===== config.mk =====
export PLATFORM = sky130hd
export DESIGN_NAME = mem_bus_ctrl
export DESIGN_NICKNAME = d
export VERILOG_FILES = /design/src/rtl/mem_bus_ctrl_pkg.sv /design/src/rtl/mem_bus_ctrl_oam_dma_seq.sv /design/src/rtl/mem_bus_ctrl.sv
export SDC_FILE = /design/constraint.sdc
export NUM_CORES = 1
export LEC_CHECK = 0
export CAP_MARGIN = 25
export CORE_ASPECT_RATIO = 0.75
export CORE_MARGIN = 10
export CORE_UTILIZATION = 54
export CTS_BUF_LIST = sky130_fd_sc_hd__clkbuf_8
export DETAILED_ROUTE_END_ITERATION = 7
export HOLD_SLACK_MARGIN = 0.06
export PLACE_DENSITY = 0.9
export SLEW_MARGIN = 5
export SYNTH_ARGS = -nofsm -noshare
export SYNTH_HDL_FRONTEND = slang
export SYNTH_SLANG_ARGS = --single-unit

===== constraint.sdc =====
create_clock -name phi1 -period 6.6 [get_ports phi1]
set_clock_uncertainty 0.15 [all_clocks]
set_input_delay 1.32 -clock phi1 [delete_from_list [all_inputs] [get_ports phi1]]
set_output_delay 1.32 -clock phi1 [all_outputs]
set_load 0.005 [all_outputs]

===== src/rtl/mem_bus_ctrl_pkg.sv =====
// Shared constants, DMA state encodings and read-tag codes for the memory
// bus controller and its OAM DMA sequencer.
package mem_bus_ctrl_pkg;

  localparam int REG_WIDTH_DEF  = 8;
  localparam int ADDR_WIDTH_DEF = 16;

  localparam logic [15:0] DMA_REG_ADDR_DEF  = 16'h4014;
  localparam logic [15:0] OAM_DATA_ADDR_DEF = 16'h2004;
  localparam logic [7:0]  DMA_LAST_IDX      = 8'hFF;

  typedef enum logic [2:0] {
    ST_IDLE      = 3'd0,
    ST_DMA_HALT  = 3'd1,
    ST_DMA_ALIGN = 3'd2,
    ST_DMA_READ  = 3'd3,
    ST_DMA_WRITE = 3'd4
  } dma_state_t;

  typedef enum logic [1:0] {
    TAG_NONE  = 2'b00,
    TAG_FETCH = 2'b01,
    TAG_EXEC  = 2'b10
  } rd_tag_t;

  // The DMA owns the bus registers only while it is moving a byte.
  function automatic logic dma_drives_bus(input dma_state_t s);
    return (s == ST_DMA_READ) || (s == ST_DMA_WRITE);
  endfunction

endpackage


===== src/rtl/mem_bus_ctrl_oam_dma_seq.sv =====
// OAM DMA sequencer: halt, optional align, then 256 read/write pairs copying
// one source page to the OAM data port. Bus values are for the next cycle.
module oam_dma_seq
  import mem_bus_ctrl_pkg::*;
#(
  parameter int                    REG_WIDTH     = REG_WIDTH_DEF,
  parameter int                    ADDR_WIDTH    = ADDR_WIDTH_DEF,
  parameter logic [ADDR_WIDTH-1:0] OAM_DATA_ADDR = OAM_DATA_ADDR_DEF
) (
  input  logic                  phi1,
  input  logic                  reset_n,
  input  logic                  start,
  input  logic [REG_WIDTH-1:0]  start_page,
  input  logic [REG_WIDTH-1:0]  mem_rdata,
  output logic                  dma_active,
  output logic                  last_write,
  output logic                  bus_load,
  output logic [ADDR_WIDTH-1:0] bus_addr,
  output logic [REG_WIDTH-1:0]  bus_wdata,
  output logic                  bus_we
);

  dma_state_t           state_reg, state_next;
  logic [REG_WIDTH-1:0] page_reg, page_next;
  logic [7:0]           idx_reg, idx_next;
  logic [REG_WIDTH-1:0] buffer_reg, buffer_next;
  logic                 cycle_odd_reg;

  always_ff @(posedge phi1 or negedge reset_n) begin
    if (!reset_n) begin
      state_reg     <= ST_IDLE;
      page_reg      <= '0;
      idx_reg       <= '0;
      buffer_reg    <= '0;
      cycle_odd_reg <= 1'b0;
    end else begin
      state_reg     <= state_next;
      page_reg      <= page_next;
      idx_reg       <= idx_next;
      buffer_reg    <= buffer_next;
      cycle_odd_reg <= ~cycle_odd_reg;
    end
  end

  always_comb begin
    state_next  = state_reg;
    page_next   = page_reg;
    idx_next    = idx_reg;
    buffer_next = buffer_reg;
    unique case (state_reg)
      ST_IDLE: begin
        if (start) begin
          state_next = ST_DMA_HALT;
          page_next  = start_page;
          idx_next   = 8'h00;
        end
      end
      // An odd halt cycle already puts the first read on an even cycle.
      ST_DMA_HALT:  state_next = cycle_odd_reg ? ST_DMA_READ : ST_DMA_ALIGN;
      ST_DMA_ALIGN: state_next = ST_DMA_READ;
      ST_DMA_READ: begin
        buffer_next = mem_rdata;
        state_next  = ST_DMA_WRITE;
      end
      ST_DMA_WRITE: begin
        if (idx_reg == DMA_LAST_IDX) begin
          state_next = ST_IDLE;
          idx_next   = 8'h00;
        end else begin
          state_next = ST_DMA_READ;
          idx_next   = idx_reg + 8'd1;
        end
      end
      default: state_next = ST_IDLE;
    endcase
  end

  always_comb begin
    dma_active = (state_reg != ST_IDLE);
    last_write = (state_reg == ST_DMA_WRITE) && (idx_reg == DMA_LAST_IDX);
    bus_load   = dma_drives_bus(state_next);
    bus_we     = (state_next == ST_DMA_WRITE);
    bus_wdata  = buffer_next;
    // idx wraps inside the page; the page byte never takes a carry.
    bus_addr   = bus_we ? OAM_DATA_ADDR : {page_next, idx_next};
  end

endmodule


===== src/rtl/mem_bus_ctrl.sv =====
// Memory bus arbiter: exec beats fetch, registered bus outputs, one-cycle
// read capture with owner tag, and the OAM DMA sequencer stalling both.
module mem_bus_ctrl
  import mem_bus_ctrl_pkg::*;
#(
  parameter int                    REG_WIDTH     = REG_WIDTH_DEF,
  parameter int                    ADDR_WIDTH    = ADDR_WIDTH_DEF,
  parameter logic [ADDR_WIDTH-1:0] DMA_REG_ADDR  = DMA_REG_ADDR_DEF,
  parameter logic [ADDR_WIDTH-1:0] OAM_DATA_ADDR = OAM_DATA_ADDR_DEF
) (
  input  logic                  phi1,
  input  logic                  reset_n,
  input  logic                  fetch_req,
  input  logic [ADDR_WIDTH-1:0] fetch_addr,
  output logic                  fetch_gnt,
  input  logic                  exec_req,
  input  logic                  exec_we,
  input  logic [ADDR_WIDTH-1:0] exec_addr,
  input  logic [REG_WIDTH-1:0]  exec_wdata,
  output logic                  exec_gnt,
  output logic [ADDR_WIDTH-1:0] mem_addr,
  output logic [REG_WIDTH-1:0]  mem_wdata,
  output logic                  mem_we,
  input  logic [REG_WIDTH-1:0]  mem_rdata,
  output logic [REG_WIDTH-1:0]  rd_data,
  output logic                  rd_valid,
  output logic [1:0]            rd_tag,
  output logic                  dma_active,
  output logic                  cpu_stall
);

  logic                  fetch_gnt_reg, fetch_gnt_next;
  logic                  exec_gnt_reg, exec_gnt_next;
  logic [ADDR_WIDTH-1:0] mem_addr_reg, mem_addr_next;
  logic [REG_WIDTH-1:0]  mem_wdata_reg, mem_wdata_next;
  logic                  mem_we_reg, mem_we_next;
  logic [REG_WIDTH-1:0]  rd_data_reg, rd_data_next;
  logic                  rd_valid_reg, rd_valid_next;
  rd_tag_t               rd_tag_reg, rd_tag_next;

  logic                  dma_start;
  logic                  dma_busy;
  logic                  dma_last_write;
  logic                  dma_bus_load;
  logic [ADDR_WIDTH-1:0] dma_bus_addr;
  logic [REG_WIDTH-1:0]  dma_bus_wdata;
  logic                  dma_bus_we;
  logic                  bus_free;
  logic                  grant_exec;
  logic                  grant_fetch;
  logic                  exec_read_done;

  // The $4014 write is on the bus this cycle; the sequencer takes over next.
  assign dma_start = exec_gnt_reg & mem_we_reg & (mem_addr_reg == DMA_REG_ADDR);

  // The edge closing the last DMA write already hands the bus back.
  assign bus_free    = (~dma_busy & ~dma_start) | dma_last_write;
  assign grant_exec  = bus_free & exec_req;
  assign grant_fetch = bus_free & fetch_req & ~exec_req;

  oam_dma_seq #(
    .REG_WIDTH    (REG_WIDTH),
    .ADDR_WIDTH   (ADDR_WIDTH),
    .OAM_DATA_ADDR(OAM_DATA_ADDR)
  ) u_dma_seq (
    .phi1      (phi1),
    .reset_n   (reset_n),
    .start     (dma_start),
    .start_page(mem_wdata_reg),
    .mem_rdata (mem_rdata),
    .dma_active(dma_busy),
    .last_write(dma_last_write),
    .bus_load  (dma_bus_load),
    .bus_addr  (dma_bus_addr),
    .bus_wdata (dma_bus_wdata),
    .bus_we    (dma_bus_we)
  );

  always_comb begin
    fetch_gnt_next = grant_fetch;
    exec_gnt_next  = grant_exec;
    mem_addr_next  = mem_addr_reg;
    mem_wdata_next = mem_wdata_reg;
    mem_we_next    = 1'b0;
    if (dma_bus_load) begin
      mem_addr_next  = dma_bus_addr;
      mem_wdata_next = dma_bus_wdata;
      mem_we_next    = dma_bus_we;
    end else if (grant_exec) begin
      mem_addr_next  = exec_addr;
      mem_wdata_next = exec_wdata;
      mem_we_next    = exec_we;
    end else if (grant_fetch) begin
      mem_addr_next  = fetch_addr;
    end
  end

  assign exec_read_done = exec_gnt_reg & ~mem_we_reg;

  always_comb begin
    rd_valid_next = fetch_gnt_reg | exec_read_done;
    rd_data_next  = rd_valid_next ? mem_rdata : rd_data_reg;
    rd_tag_next   = TAG_NONE;
    if (fetch_gnt_reg) begin
      rd_tag_next = TAG_FETCH;
    end else if (exec_read_done) begin
      rd_tag_next = TAG_EXEC;
    end
  end

  always_ff @(posedge phi1 or negedge reset_n) begin
    if (!reset_n) begin
      fetch_gnt_reg <= 1'b0;
      exec_gnt_reg  <= 1'b0;
      mem_addr_reg  <= '0;
      mem_wdata_reg <= '0;
      mem_we_reg    <= 1'b0;
      rd_data_reg   <= '0;
      rd_valid_reg  <= 1'b0;
      rd_tag_reg    <= TAG_NONE;
    end else begin
      fetch_gnt_reg <= fetch_gnt_next;
      exec_gnt_reg  <= exec_gnt_next;
      mem_addr_reg  <= mem_addr_next;
      mem_wdata_reg <= mem_wdata_next;
      mem_we_reg    <= mem_we_next;
      rd_data_reg   <= rd_data_next;
      rd_valid_reg  <= rd_valid_next;
      rd_tag_reg    <= rd_tag_next;
    end
  end

  assign fetch_gnt  = fetch_gnt_reg;
  assign exec_gnt   = exec_gnt_reg;
  assign mem_addr   = mem_addr_reg;
  assign mem_wdata  = mem_wdata_reg;
  assign mem_we     = mem_we_reg;
  assign rd_data    = rd_data_reg;
  assign rd_valid   = rd_valid_reg;
  assign rd_tag     = rd_tag_reg;
  assign dma_active = dma_busy;
  assign cpu_stall  = dma_busy;

endmodule


==> results.md <==
- Outcome: finished, final reports clean
- Number of cells upsized or downsized after cts: 0
- Number of storage elements in the synthesis netlist: 66
- H-Tree Depth: 3
- Final-report max-slew violation count: 0
- Worst Hold Depth: 1
- Sequential share of power: 0.337
- Number of cells on the worst reg-to-reg path: 5
- Source of the worst register-to-register timing path: mem_addr[6]$_DFFE_PN0P_
- Fillers: 470
- Count of buffers from port buffering: 92
- Combinational Power Share: 0.523
- Sort of element at the start of the critical path: input port
- Root Driver: clkbuf_8
- Num CTS Buffers: 9
- Setup crit start: exec_req
- Destination of the worst hold path: u_dma_seq.cycle_odd_reg$_DFF_PN0_
- DRC violations left: 0
- Switching power summed over all nets: 0.0008619 W
- Clock transition at the registers of the reported paths: 70 ps
- Die extent in x: 113.3 microns
- Power Dens Cells: around 450 mW/mm^2
- Slowest Stage Delay on Critical Path: between 800 and 900 ps
- Post-route setup TNS: 0 ps
- Synth Area per Inst: 9.637 sq um
- Hold buffers post-CTS: 0
- Post-synthesis cell count: 366
- Cells along the critical path: clkdlybuf4s50_1 > nor4b_2 > o21ai_1 > nand3_1 > a211oi_1 > o31ai_1
- DP Cell Count: slightly above 500
- Final HPWL DP: 8103 microns
- Clock tree from TritonCTS: done
- Part of the cycle the worst path needs: 0.6113
- Proportion of layout cells with a drive suffix above 1: 0.09313
- Number of warnings printed during yosys synthesis: 0
- Total routing usage reported by global routing: 0.2152
- Maximum number of pins on one net before global-route repair: 67
- Residual overflow from global routing: 0
- Via count of the first global-routing pass: 3478
- Cell Count, Final, Fillers Out: 532
- Final estimated routing congestion in global placement: 0.8719
- Slack of the worst reg-to-reg path: between 3000 and 4000 ps
- Hold Path Class: flip-flop to flip-flop
- Share of synthesized area occupied by flip-flops and latches: 0.4683
- Buffer depth of the longest clock path: 2
- Internal power contribution: between 0.001 and 0.0015 W
- Clock group share of total power: 0.140
- Count of pins on the block boundary: 93
- Placed cell area: 0.004452 sq mm
- Die H: 89.99 microns
- Setup-failing EPs final: 0
- Length of the first detailed-routing pass in iterations: 5
- Reg2reg end: mem_addr[2]$_DFFE_PN0P_
- Clock Sink Count: 66
- RSZ-0062 raised after global routing: no
- First-pass GRT wire length: 18060 microns
- Max_cap viols: 0
- Post-synthesis cell type count: 59
- Number of nets with antenna violations after routing: 0
- Endpoint required time on the critical path: roughly 6700 ps
- Placeable core region: approximately 0.0063 sq mm
- Number of buffers and inverters on the critical path: 1
- Number of flip-flops in the largest register: 16
- Critical-path maximum fanout: 22
- Ratio of routed vias to standard cells: 6.310
- Worst path slowest cell: nand3_1
- Ant diodes: 0
- Net count reported at finish: ~500
- Via count: 3357
- Number of placement rows: 25
- Final hold vios: 0
- Layout overhead on the synthesized area: 30.72%
- Achievable frequency: 247.9 MHz
- Post CTS Setup Buffer Count: 0
- Static power due to leakage: 1.915 nW
- Switching portion of total power: 0.4133
- Synthesized Nets: 420
- Worst Setup End Kind: flip-flop
- Effective utilization at floorplan: 0.5582
- Final standard cell area without fillers: 0.004611 sq mm
- EDFF count, synth: 0
- Post-synthesis instance area: 0.003527 sq mm
- Clk_lat worst skew: between 300 and 400 ps
- Number of antenna violations at the first check in global routing: 0
- Clock period minus worst slack: 4035 ps
- Path type of the worst setup path: input port to flip-flop
- Most used flip-flop cell after synthesis: dfrtp_1
- Slew Limit Headroom: 0.3473
- Async set or reset register ratio after synthesis: 1.000
- Number of violations reported at the end of detailed-routing iteration 0: 341
- Data arrival time of the critical path: ~4100 ps
- Drt total wl: 11030 microns
- Worst ir drop on vdd: ~260 uV
- Overall die area: roughly 0.010 sq mm
- Drt wl/cell: about 21 microns
- Worst hold start: u_dma_seq.cycle_odd_reg$_DFF_PN0_
- Top Family by Delay on Critical Path: simple AND/OR/NAND/NOR gates
- Least-Margin Pin Slew: 976.4 ps
[cells in the mapped netlist (all sizes together), types with 4 or more instances]
master  instances  area (sq um)
and4           14         122.6
nand2          34         127.6
nand3           4         20.02
o31a           14         122.6
mux2            8         90.09
inv            19         71.32
buf            11         66.31
o21ai          34         170.2
o21a            4         30.03
dfrtp          66          1652
a31oi          13         81.33
a21boi          8         60.05
a221o           8         80.08
clkbuf         15         56.30
or3             5         31.28
nor2            9         36.29
or2            15         93.84
a21oi           7         35.03
nor3           34         186.4
[worst max path at each step]
stage                                    end  cells past startpoint
finish               mem_addr[2]$_DFFE_PN0P_                      6
global placement     mem_addr[5]$_DFFE_PN0P_                      6
CTS                  mem_addr[7]$_DFFE_PN0P_                      6
global route         mem_addr[5]$_DFFE_PN0P_                      6
detailed placement   mem_addr[5]$_DFFE_PN0P_                      6
floorplan           mem_wdata[1]$_DFFE_PN0P_                      6
[layout by cell type (no fill, tap or decap), types with 5 or more instances in the layout]
master / n
a31oi_1: 13
a21oi_1: 7
nor3_1: 32
inv_1: 19
or3_1: 5
o21ai_0: 19
a21boi_1: 6
and4_1: 14
a221o_1: 8
clkbuf_8: 9
or2_1: 10
mux2_2: 8
o21ai_1: 15
nand2_1: 34
dfrtp_1: 66
or2_2: 5
nor2_1: 8
o31a_1: 14
clkdlybuf4s50_1: 91
[routing by layer]
metal / routed length (microns) / vias to the layer above / global-route usage
li1: - / 1516 / -
met1: 4577 / 1623 / 0.2713
met2: 5135 / 184 / 0.3319
met3: 1010 / 34 / 0.06972
met4: 310 / 0 / 0.08544
met5: 0 / - / 0
[worst register-to-register path, stage by stage (launching register included)]
cell and delay [ps]:
dfrtp_1 400, or4_1 660, o21ai_1 710, nand3_1 910
a211oi_1 500, o31ai_1 130
[per-stage QoR]
stage / hold WS, ps / utilization / setup WS (ps) / total power (W)
floorplan: 265.9 / - / 3772 / 0.001336
detailed placement: 290.3 / 0.7046 / 2265 / 0.001786
global placement: 272.0 / 0.7034 / 2531 / 0.001735
global route: 327.2 / 0.7297 / 2374 / 0.002230
finish: 309.9 / 0.7297 / 2565 / 0.002086
CTS: 305.1 / 0.7297 / 2642 / 0.002079
[final cells by class]
cell class / count / area, sq um / share of cell area
Clock inverter: 6 / 35.03 / 0.007598
Sequential cell: 66 / 1652 / 0.3582
Timing Repair Buffer: 96 / 945.9 / 0.2052
Multi-Input combinational cell: 254 / 1678 / 0.3639
Inverter: 20 / 75.07 / 0.01628
Tap cell: 81 / 101.3 / 0.02198
Clock buffer: 9 / 123.9 / 0.02687
[power groups by stage]
stage          logic [W]  clock network, W  registers [W]
2_1_floorplan   0.000675                 0       0.000661
3_3_place_gp     0.00104                 0       0.000699
3_5_place_dp     0.00109                 0       0.000701
4_1_cts          0.00109          0.000293       0.000698
5_1_grt          0.00120          0.000310       0.000720
6_report         0.00109          0.000291       0.000703
[logic make-up after synthesis]
group / after synthesis / share of synthesized area
AOI/OAI and AO/OA: 106 / 0.2114
muxes: 11 / 0.03406
DFF: 66 / 0.4683
and+or+nand+nor: 135 / 0.2242
adders and majority gates: 1 / 0.003547
xor gates and xnor gates: 1 / 0.002484
buffers and inverters: 46 / 0.05605
Note: power is estimated with default switching activity, not from simulation.
